<file path="src/rtl/dfs_req_sched.sv">
// DFS request scheduler: round-robin arbitration of frequency-change requests,
// one clock-mux command per grant, then a fixed settle wait before ack.
// Optional DFS_SKIP_SAME_LVL_EN: grants at the already-applied level ack without issuing.
module dfs_req_sched #(
  parameter int unsigned SETTLE_CYC = 16
) (
  input  logic       clk,
  input  logic       rst,
  input  logic [3:0] req,
  input  logic [7:0] req_lvl,
  output logic [3:0] ack,
  output logic [5:0] op_code,
  output logic       op_vld,
  output logic [1:0] cur_lvl,
  output logic       busy
);

  typedef enum logic [1:0] {
    IDLE   = 2'd0,
    ISSUE  = 2'd1,
    SETTLE = 2'd2
  } state_t;

  state_t      state, state_nxt;
  logic [1:0]  last_gnt;
  logic [1:0]  cand;
  logic [1:0]  arb_idx;
  logic        arb_hit;
  logic [1:0]  lvl_sel;
  logic        skip_d;
  logic        skip_q;
  logic [7:0]  cnt;
  logic        done;

  // Search starts one past the last grant; the 2-bit add provides the 3->0 wrap.
  always_comb begin
    arb_hit = 1'b0;
    arb_idx = last_gnt;
    cand    = last_gnt;
    for (int unsigned k = 1; k <= 4; k++) begin
      cand = last_gnt + 2'(k);
      if (!arb_hit && req[cand]) begin
        arb_hit = 1'b1;
        arb_idx = cand;
      end
    end
  end

  always_comb begin
    lvl_sel = req_lvl[{arb_idx, 1'b0} +: 2];
`ifdef DFS_SKIP_SAME_LVL_EN
    skip_d  = (lvl_sel == cur_lvl);
`else
    skip_d  = 1'b0;
`endif
  end

  always_comb begin
    state_nxt = state;
    case (state)
      IDLE:    if (arb_hit) state_nxt = ISSUE;
      ISSUE:   state_nxt = skip_q ? IDLE : SETTLE;
      SETTLE:  if (cnt == '0) state_nxt = IDLE;
      default: state_nxt = IDLE;
    endcase
  end

  // A skipped grant still passes through ISSUE so the ack cycle blocks re-arbitration.
  always_comb begin
    done   = ((state == ISSUE) && skip_q) || ((state == SETTLE) && (cnt == '0));
    op_vld = (state == ISSUE) && !skip_q;
    busy   = (state != IDLE);
    ack    = done ? (4'b0001 << last_gnt) : '0;
  end

  always_ff @(posedge clk or posedge rst) begin
    if (rst) begin
      state    <= IDLE;
      last_gnt <= 2'd3;
      skip_q   <= 1'b0;
      cnt      <= '0;
      op_code  <= '0;
      cur_lvl  <= '0;
    end else begin
      state <= state_nxt;
      if ((state == IDLE) && arb_hit) begin
        last_gnt <= arb_idx;
        skip_q   <= skip_d;
        if (!skip_d) begin
          op_code <= {4'b0000, lvl_sel};
          cur_lvl <= lvl_sel;
        end
      end
      if ((state == ISSUE) && !skip_q) begin
        cnt <= 8'(SETTLE_CYC - 1);
      end else if ((state == SETTLE) && (cnt != '0)) begin
        cnt <= cnt - 8'd1;
      end
    end
  end

endmodule

</file>
<file path="config.mk">
export PLATFORM = sky130hd
export DESIGN_NAME = dfs_req_sched
export DESIGN_NICKNAME = d
export VERILOG_FILES = /design/src/rtl/dfs_req_sched.sv
export SDC_FILE = /design/constraint.sdc
export NUM_CORES = 1
export LEC_CHECK = 0
export BUFFER_PORTS_ARGS = -buffer_cell sky130_fd_sc_hd__buf_2
export CAP_MARGIN = 5
export CORE_ASPECT_RATIO = 1.4
export CORE_MARGIN = 2
export CORE_UTILIZATION = 53
export CTS_BUF_LIST = sky130_fd_sc_hd__clkbuf_16
export DETAILED_ROUTE_END_ITERATION = 8
export HOLD_SLACK_MARGIN = 0.15
export PLACE_DENSITY = 0.8
export SYNTH_ARGS = -nofsm -noshare
export SYNTH_HDL_FRONTEND = slang
export SYNTH_SLANG_ARGS = --single-unit
</file>
<file path="constraint.sdc">
create_clock -name clk -period 3.15 [get_ports clk]
set_clock_uncertainty 0.15 [all_clocks]
set_input_delay 0.315 -clock clk [delete_from_list [all_inputs] [get_ports clk]]
set_output_delay 0.315 -clock clk [all_outputs]
set_load 0.01 [all_outputs]
</file>
==> flow_metrics.tcl, run 1 <==
set metrics [dict create \
    die_area_mm2 0.00257 \
    nFillCells 196 \
    grt_pass1_vias 869 \
    power_density_mw_per_mm2 1030 \
    via_per_inst 5.87 \
    period_share_pct 93.2 \
    critical_path_arrival_ns 2.91 \
    finalNetCount 165 \
    max_stage_delay_ns 0.60 \
    synth_ff_type "dfrtp_1" \
    status "completed" \
    setup-violations-final 0 \
    cts_num_sinks 14 \
    dp_hpwl_um 1830 \
    insertedDiodeCount 0 \
    area_growth_pct 15.0 \
    crit_required_ns 3.13 \
    rsz0062_at_grt "no" \
    synth_edf_count 0 \
    cts-buffers-inserted 3 \
    crit_chain "inv_1, ha_1, mux4_2, a21o_1, xnor2_4, mux2i_1, mux2_2, o21ai_2" \
    track_usage_pct 20.2 \
    drt_wl_total_um 2370 \
    syn-cell-area_mm2 0.00115 \
    critPathMaxFanout 8 \
    num_rows 20 \
    seq_area_frac_synth_pct 30.7 \
    cts_tree "built" \
    setup.worst_path.start_class "register" \
    seq_area_um2 353 \
    drc 0 \
    ir_drop_mv 0.502 \
    multi_input_area_um2 698 \
    worst_pin_slew_ns 0.524 \
    synthDominantCellAreaShare_pct 26.1 \
    synth_area_leaders "dfrtp_1 (26%), ha_1 (6.5%), mux2i_1 (6.1%), mux4_2 (5.9%), buf_4 (4.6%)" \
    wire_per_inst_um 14.3 \
    yosys.area.top_type "dfrtp_1" \
    async_reset_ff_share_pct 100 \
    die_w_um 43.4 \
    firstDrtPassIters 4 \
    portBuffers 23 \
    antenna_found_initial 0 \
    setup_slack_ns 0.216 \
    maxCapViolCount 0 \
    ant_nets 0 \
    layout_min_cycle_time_ns 2.93 \
    io_pins 28 \
    ys_warn_count 0 \
    path_class "reg2reg" \
    grt_first_pass_wirelength_um 3780 \
    tns_ns 0 \
    fmax_mhz 341 \
    dp_slack_ns 0.220 \
    gp_congestion 0.819 \
    drive_above_1_share_pct 27.1 \
    cts_resized 0 \
    crit_path_top_delay_cell "dfstp_2" \
    cts.clk_slew.worst_paths_ns 0.05 \
    timing.hold.ws_ns 0.322 \
    worstSkewPairLatency_ns 0.25 \
    hold_viol 0 \
    globalRouteOverflowTotal 0 \
    ys_ff_latch 14 \
    cpLargestDelayFamily "multiplexers" \
    initial_core_util_pct 54.8 \
    leakage_uw 0.000635 \
    postSynthCellCount 123 \
    relSlewSlack_pct 65.0 \
    dieHeight_um 59.1 \
    syn_area_per_cell_um2 9.36 \
    holdCritPathClass "reg2reg" \
    core_area_mm2 0.00210 \
    crit_path_end_kind "register" \
    power_uw 1360 \
    drt_iter0_markers 30 \
    clockBufferDepth 2 \
    crit_buf_inv 1 \
    slew_viol_final 0 \
    grt_max_degree 15 \
    cts-root-buf "clkbuf_16" \
    cts_htree_levels 1 \
    via_count 974 \
    post_synth_num_cell_types 40 \
]
-- layout make-up --
| cell class | instances | area share, % |
|---|---|---|
| Timing Repair Buffer | 25 | 10.0 |
| Clock inverter | 1 | 0.284 |
| Multi-Input combinational cell | 92 | 52.7 |
| Clock buffer | 3 | 5.67 |
| Tap cell | 22 | 2.08 |
| Inverter | 9 | 2.55 |
| Sequential cell | 14 | 26.7 |
-- synth_stat cells, types with 4 or more instances --
cell	count
ha_1	6
nor2_1	7
nand3_1	5
and2_1	5
mux2i_1	7
nand2_1	10
a21oi_1	4
inv_1	8
dfrtp_1	12
buf_4	7
nor3_1	5
-- worst paths after layout --
path	from	slack, ns	depth (start not counted)	endpoint
worst min-delay path	cnt[7]	0.32	1	cnt[7]
worst max register to register	last_gnt[1]	0.22	8	cur_lvl[0]
min in group asynchronous	rst	0.50	3	cnt[5]
worst min register to register	cnt[7]	0.32	1	cnt[7]
worst max-delay path	last_gnt[1]	0.22	8	cur_lvl[0]
max in group asynchronous	rst	1.99	3	last_gnt[1]
-- metal layers --
metal / part of all wire (%) / GRT usage, % / vias up
met2: 56 / 35.2 / 20
met4: 3.5 / 14.3 / 0
li1: - / - / 467
met3: 2.7 / 3.66 / 7
met1: 37 / 21.6 / 480
met5: 0 / 0 / -
-- placed cells by master (no fill, tap or decap), types with 2 or more instances in the layout --
cell type | Yosys | routed
conb_1 | 1 | 4
inv_1 | 8 | 8
dfstp_2 | 2 | 2
o311ai_0 | 2 | 2
mux2_2 | 3 | 3
o41ai_1 | 2 | 2
clkbuf_16 | 0 | 3
nor2_1 | 7 | 7
o21ai_1 | 2 | 2
dfrtp_1 | 12 | 12
o21ai_0 | 3 | 3
nor3_1 | 5 | 5
nand3b_1 | 3 | 3
xnor2_1 | 2 | 2
and2_1 | 5 | 5
ha_1 | 6 | 6
clkinv_1 | 1 | 2
or3_1 | 2 | 2
mux2i_1 | 7 | 7
mux4_2 | 3 | 3
nand3_1 | 5 | 5
nand2_1 | 10 | 10
buf_2 | 2 | 23
nand2b_1 | 3 | 3
a21o_1 | 2 | 2
a21oi_1 | 4 | 4
-- through the flow --
step           instance area (um^2)  util [%]  instances
6_report                       1320      63.0        166
4_1_cts                        1320      63.0        166
2_1_floorplan                  1160         -        126
3_3_place_gp                   1230      58.8        161
3_5_place_dp                   1230      58.8        161
5_1_grt                        1320      63.0        166
-- cells by family (layout without fill, tap and decap cells) --
family,count (synthesis),in the layout,share of synthesized area (%)
compound gates,20,20,12.8
xor+xnor,4,4,4.67
fa+ha+maj,6,6,6.52
buf+inv,20,38,9.67
flops,14,14,30.7
mux,13,13,14.9
other cells,1,4,0.326
simple gates,45,45,20.4
-- repair_timing --
item,in CTS,in global routing
hold buffers,1,0
buffers inserted,0,0
hold endpoints to repair,12,0
-- worst register-to-register path, cell delays in order, from the launching register on --
cell and delay (ns):
dfstp_2 0.60, inv_1 0.14, ha_1 0.45, mux4_2 0.54
a21o_1 0.25, xnor2_4 0.23, mux2i_1 0.23, mux2_2 0.18
o21ai_2 0.05
-- power breakdown --
group / internal [uW] / switching, uW / total [uW]
Clock: 168 / 72.2 / 240
Combinational: 381 / 421 / 802
Sequential: 253 / 65.8 / 318
Total: 801 / 559 / 1360
-- registers in the layout (all words and copies together) (netlist names) --
| name | cells |
|---|---|
| last_gnt | 2 |
| state | 2 |
| cnt | 8 |
| cur_lvl | 2 |
(Power assumes the default switching activity.)
==> inputs of run 2 (changes only) <==
--- a/config.mk
+++ b/config.mk
@@ -9,11 +9,11 @@
 export CAP_MARGIN = 5
 export CORE_ASPECT_RATIO = 1.4
 export CORE_MARGIN = 2
-export CORE_UTILIZATION = 53
+export CORE_UTILIZATION = 55
 export CTS_BUF_LIST = sky130_fd_sc_hd__clkbuf_16
 export DETAILED_ROUTE_END_ITERATION = 8
 export HOLD_SLACK_MARGIN = 0.15
-export PLACE_DENSITY = 0.8
+export PLACE_DENSITY = 0.83
 export SYNTH_ARGS = -nofsm -noshare
 export SYNTH_HDL_FRONTEND = slang
 export SYNTH_SLANG_ARGS = --single-unit
==> constraint.sdc (replaced) <==
create_clock -name clk -period 3.5 [get_ports clk]
set_clock_uncertainty 0.15 [all_clocks]
set_input_delay 0.35 -clock clk [delete_from_list [all_inputs] [get_ports clk]]
set_output_delay 0.35 -clock clk [all_outputs]
set_load 0.01 [all_outputs]
==> flow_metrics.tcl, run 2 (same netlist as run 1, synthesis figures left out) <==
set metrics [dict create \
    status "completed" \
    largest_register "cnt" \
    finalNetCount 165 \
    crit_path_end_kind "register" \
    via_per_inst 5.86 \
    intPower_uw 720 \
    cts.clk_slew.worst_paths_ns 0.05 \
    grt_first_pass_wirelength_um 4050 \
    critPathMaxFanout 8 \
    cts_resized 0 \
    wire_per_inst_um 14.6 \
    crit_chain "inv_1, ha_1, mux4_2, a21o_1, xnor2_4, mux2i_1, mux2_2, o21ai_2" \
    area_growth_pct 14.9 \
    relSlewSlack_pct 63.6 \
    crit_path_top_delay_cell "dfstp_2" \
    leakage_uw 0.000635 \
    timing.hold.ws_ns 0.323 \
    fin_cells 165 \
    cp-startpoint "last_gnt[1]" \
    hold_start "cnt[7]" \
    holdCritPathClass "reg2reg" \
    dieHeight_um 58.1 \
    power_density_mw_per_mm2 922 \
    seqPwrFrac_pct 23.3 \
    hold_viol 0 \
    p_sw_share_pct 41.0 \
    slew_viol_final 0 \
    globalRouteOverflowTotal 0 \
    die_area_mm2 0.00248 \
    period_share_pct 84.7 \
    firstDrtPassIters 4 \
    drc 0 \
    core_area_mm2 0.00197 \
    cts_num_sinks 14 \
    drive_above_1_share_pct 27.1 \
    clockBufferDepth 2 \
    dp_slack_ns 0.560 \
    p_clk_share_pct 17.6 \
    initial_core_util_pct 58.3 \
    cts-buffers-inserted 3 \
    rsz0062_at_grt "no" \
    portBuffers 23 \
    grt_max_degree 15 \
    setup_slack_ns 0.534 \
    num_rows 19 \
    setup-violations-final 0 \
    insertedDiodeCount 0 \
    tns_ns 0 \
    final_common_cell "buf_2" \
    utilization_pct 67.0 \
    maxCapViolCount 0 \
    via_count 967 \
    final_cell_mix "buf_2 (23), dfrtp_1 (12), nand2_1 (10)" \
    max_stage_delay_ns 0.60 \
    largest_reg_flops 8 \
    layout_min_cycle_time_ns 2.97 \
    cts-root-buf "clkbuf_16" \
    gp_congestion 0.786 \
    drt_wl_total_um 2410 \
    worst_pin_slew_ns 0.545 \
    path_class "reg2reg" \
    worstSkewPairLatency_ns 0.24 \
    crit-reg2reg-launch "last_gnt[1]" \
    fmax_mhz 337 \
    dpl.cell_count 160 \
    crit_required_ns 3.52 \
    setup.worst_path.start_class "register" \
    antenna_found_initial 0 \
    ant_nets 0 \
    io_pins 28 \
    grt_pass1_vias 928 \
    cts_htree_levels 1 \
    critical_path_arrival_ns 2.98 \
    track_usage_pct 21.3 \
    die_w_um 42.7 \
    cts_tree "built" \
    drt_iter0_markers 23 \
    dp_hpwl_um 1890 \
    power_switching_uw 499 \
    ir_drop_mv 0.699 \
    p_comb_share_pct 59.0 \
]
[run 2: area by class of cell]
| type | count | area (um^2) |
|---|---|---|
| sequential | 14 | 353 |
| timing repair buffer | 25 | 133 |
| clock inverter | 1 | 3.75 |
| tap | 21 | 26.3 |
| multi-input combinational | 92 | 698 |
| clock buffer | 3 | 75.1 |
| inverter | 9 | 33.8 |
| fill | 160 | 651 |
[run 2: power by group through the flow]
stage                     clock network [uW]  logic (uW)  registers [uW]
after global routing                     224         789             295
final                                    215         720             284
after CTS                                220         720             284
after detailed placement                   0         714             286
after global placement                     0         691             282
after floorplan                            0         608             286
[run 2: path summary, 6_finish.rpt]
kind / end / depth (start not counted) / slack, ns
max in group asynchronous: last_gnt[1] / 3 / 2.28
worst min-delay path: cnt[7] / 1 / 0.32
min in group asynchronous: cnt[4] / 3 / 0.55
worst max register to register: cur_lvl[0] / 8 / 0.53
worst min register to register: cnt[7] / 1 / 0.32
worst max-delay path: cur_lvl[0] / 8 / 0.53
[run 2: layer usage]
layer  up-vias  GRT usage, %  routed length (um)
met1       482          23.7                 908
met3         4             0                  34
met5         -             0                   0
met2        13          39.8                1410
met4         0          12.5                  52
li1        468             -                   -
[run 2: repair_timing]
| action | in CTS | in global routing |
|---|---|---|
| hold buffers | 1 | 0 |
| endpoints found under the hold margin | 12 | 0 |
| setup buffers | 0 | 0 |
[run 2: worst max-delay path, delay by kind of cell, from the launching register on]
family          cells  cell delay (ns)
mux                 3             0.93
flops               1             0.60
fa+ha+maj           1             0.44
compound gates      2             0.38
xor+xnor            1             0.24
buf+inv             1             0.13
[run 2: metrics by stage]
stage,area [um^2],total power [uW]
after floorplan,1160,894
after global placement,1230,973
after detailed placement,1230,1000
after CTS,1320,1220
after global routing,1320,1310
final,1320,1220
==> inputs of run 3 (changes only) <==
--- a/config.mk
+++ b/config.mk
@@ -9,11 +9,11 @@
 export CAP_MARGIN = 5
 export CORE_ASPECT_RATIO = 1.4
 export CORE_MARGIN = 2
-export CORE_UTILIZATION = 55
+export CORE_UTILIZATION = 47
 export CTS_BUF_LIST = sky130_fd_sc_hd__clkbuf_16
 export DETAILED_ROUTE_END_ITERATION = 8
 export HOLD_SLACK_MARGIN = 0.15
-export PLACE_DENSITY = 0.83
+export PLACE_DENSITY = 0.75
 export SYNTH_ARGS = -nofsm -noshare
 export SYNTH_HDL_FRONTEND = slang
 export SYNTH_SLANG_ARGS = --single-unit
==> constraint.sdc (replaced) <==
create_clock -name clk -period 2.7 [get_ports clk]
set_clock_uncertainty 0.15 [all_clocks]
set_input_delay 0.27 -clock clk [delete_from_list [all_inputs] [get_ports clk]]
set_output_delay 0.27 -clock clk [all_outputs]
set_load 0.01 [all_outputs]
==> flow_metrics.tcl, run 3 (same netlist as run 1, synthesis figures left out) <==
set metrics [dict create \
    reg2regPathDepth 9 \
    tns_ns 0 \
    power_switching_uw 680 \
    cp-startpoint "last_gnt[0]" \
    maxCapViolCount 0 \
    cts_tree "built" \
    ir_drop_mv 0.815 \
    grt_max_degree 15 \
    largest_register "cnt" \
    antenna_found_initial 0 \
    portBuffers 23 \
    cts-buffers-inserted 3 \
    path_class "reg2reg" \
    clockBufferDepth 2 \
    intPower_uw 1050 \
    drive_above_1_share_pct 32.0 \
    worst_pin_slew_ns 0.542 \
    dieHeight_um 62.6 \
    via_count 960 \
    whs_path_depth 1 \
    insertedDiodeCount 0 \
    drt_wl_total_um 2390 \
    utilization_pct 59.2 \
    finalNetCount 171 \
    p_sw_share_pct 39.4 \
    worstSkewPairLatency_ns 0.24 \
    hold_viol 0 \
    cts.clk_slew.worst_paths_ns 0.05 \
    dp_hpwl_um 1890 \
    grtUsageMet2_pct 31.5 \
    seq_area_um2 353 \
    drc 0 \
    slew_viol_final 0 \
    hold_start "cnt[4]" \
    largest_reg_flops 8 \
    crit-reg2reg-launch "last_gnt[0]" \
    gp_congestion 0.790 \
    cts_num_sinks 14 \
    track_usage_pct 17.3 \
    rsz0062_at_grt "yes" \
    holdCritPathClass "reg2reg" \
    grt_util_met1_pct 17.9 \
    place_area_mm2 0.00127 \
    setup.worst_path.start_class "register" \
    fin_area_mm2 0.00140 \
    fmax_mhz 374 \
    seqPwrFrac_pct 20.9 \
    grt_pass1_vias 884 \
    top_usage_layer "met2" \
    multi_input_area_um2 723 \
    layout_min_cycle_time_ns 2.67 \
    initial_core_util_pct 48.7 \
    p_comb_share_pct 63.2 \
    use_met3_pct 2.31 \
    num_rows 21 \
    power_density_mw_per_mm2 1230 \
    nFillCells 202 \
    critPathMaxFanout 7 \
    leakage_uw 0.000673 \
    relSlewSlack_pct 63.8 \
    crit_required_ns 2.72 \
    die_area_mm2 0.00287 \
    final_common_cell "buf_2" \
    globalRouteOverflowTotal 0 \
    period_share_pct 99.0 \
    cts-root-buf "clkbuf_16" \
    grt_first_pass_wirelength_um 3770 \
    firstDrtPassIters 4 \
    cts_htree_levels 1 \
    wire_per_inst_um 13.8 \
    final_cell_mix "buf_2 (23), dfrtp_1 (12), nand2_1 (10)" \
    crit_path_end_kind "register" \
    io_pins 28 \
    area_growth_pct 21.5 \
    status "completed" \
    core_area_mm2 0.00236 \
    setup-violations-final 0 \
    via_per_inst 5.55 \
    die_w_um 45.8 \
    drt_iter0_markers 29 \
    critical_path_arrival_ns 2.69 \
    p_clk_share_pct 16.0 \
    ant_nets 0 \
]
## run 3: final cells by class
type / instances / share of cell area, %
multi-input cells: 92 / 51.7
flip-flops and latches: 14 / 25.2
repair buffers: 31 / 13.0
clock buffers: 3 / 5.37
inverters: 9 / 2.42
well taps: 23 / 2.06
clock inverters: 1 / 0.268
## run 3: metal layers
metal	share of wire (%)	vias to the layer above	wire length [um]
met1	37	454	873
met5	0	-	0
li1	-	480	-
met4	2.4	0	57
met2	58	19	1400
met3	2.6	7	62
## run 3: through the flow
step	total power [uW]	instances	worst slack (ns)	hold WS, ns
global route	1850	173	-0.0294	0.338
finish	1730	173	0.0268	0.328
floorplan	1160	126	-0.217	0.00779
global placement	1320	167	0.136	0.182
CTS	1650	172	0.0110	0.321
detailed placement	1370	167	0.0161	0.175
## run 3: worst max-delay path, stage by stage (launching register included)
cell and delay, ns:
dfstp_2 0.53, inv_1 0.08, ha_4 0.25, buf_4 0.15, or3_1 0.39, a21oi_2 0.15, a21oi_1 0.08, o31ai_4 0.33
mux2_2 0.39, o21ai_2 0.11
## run 3: power by group through the flow
stage | logic (uW) | registers [uW] | clock network, uW
finish | 1090 | 360 | 275
global route | 1190 | 374 | 291
CTS | 1010 | 356 | 280
detailed placement | 1010 | 357 | 0
global placement | 967 | 353 | 0
floorplan | 789 | 371 | 0
## run 3: final timing paths
check,to,slack (ns)
min reg2reg,cnt[4],0.33
max reg2reg,cur_lvl[0],0.03
max,cur_lvl[0],0.03
min in group asynchronous,cnt[3],0.46
max in group asynchronous,last_gnt[0],1.57
min,cnt[4],0.33
## run 3: what timing repair did
| action | 4_1_cts | 5_1_grt |
|---|---|---|
| hold buffers | 1 | 0 |
| resized for setup | 0 | 5 |
| setup buffers | 0 | 1 |
| hold endpoints to repair | 12 | 0 |
| endpoints found under the setup margin | 0 | 5 |
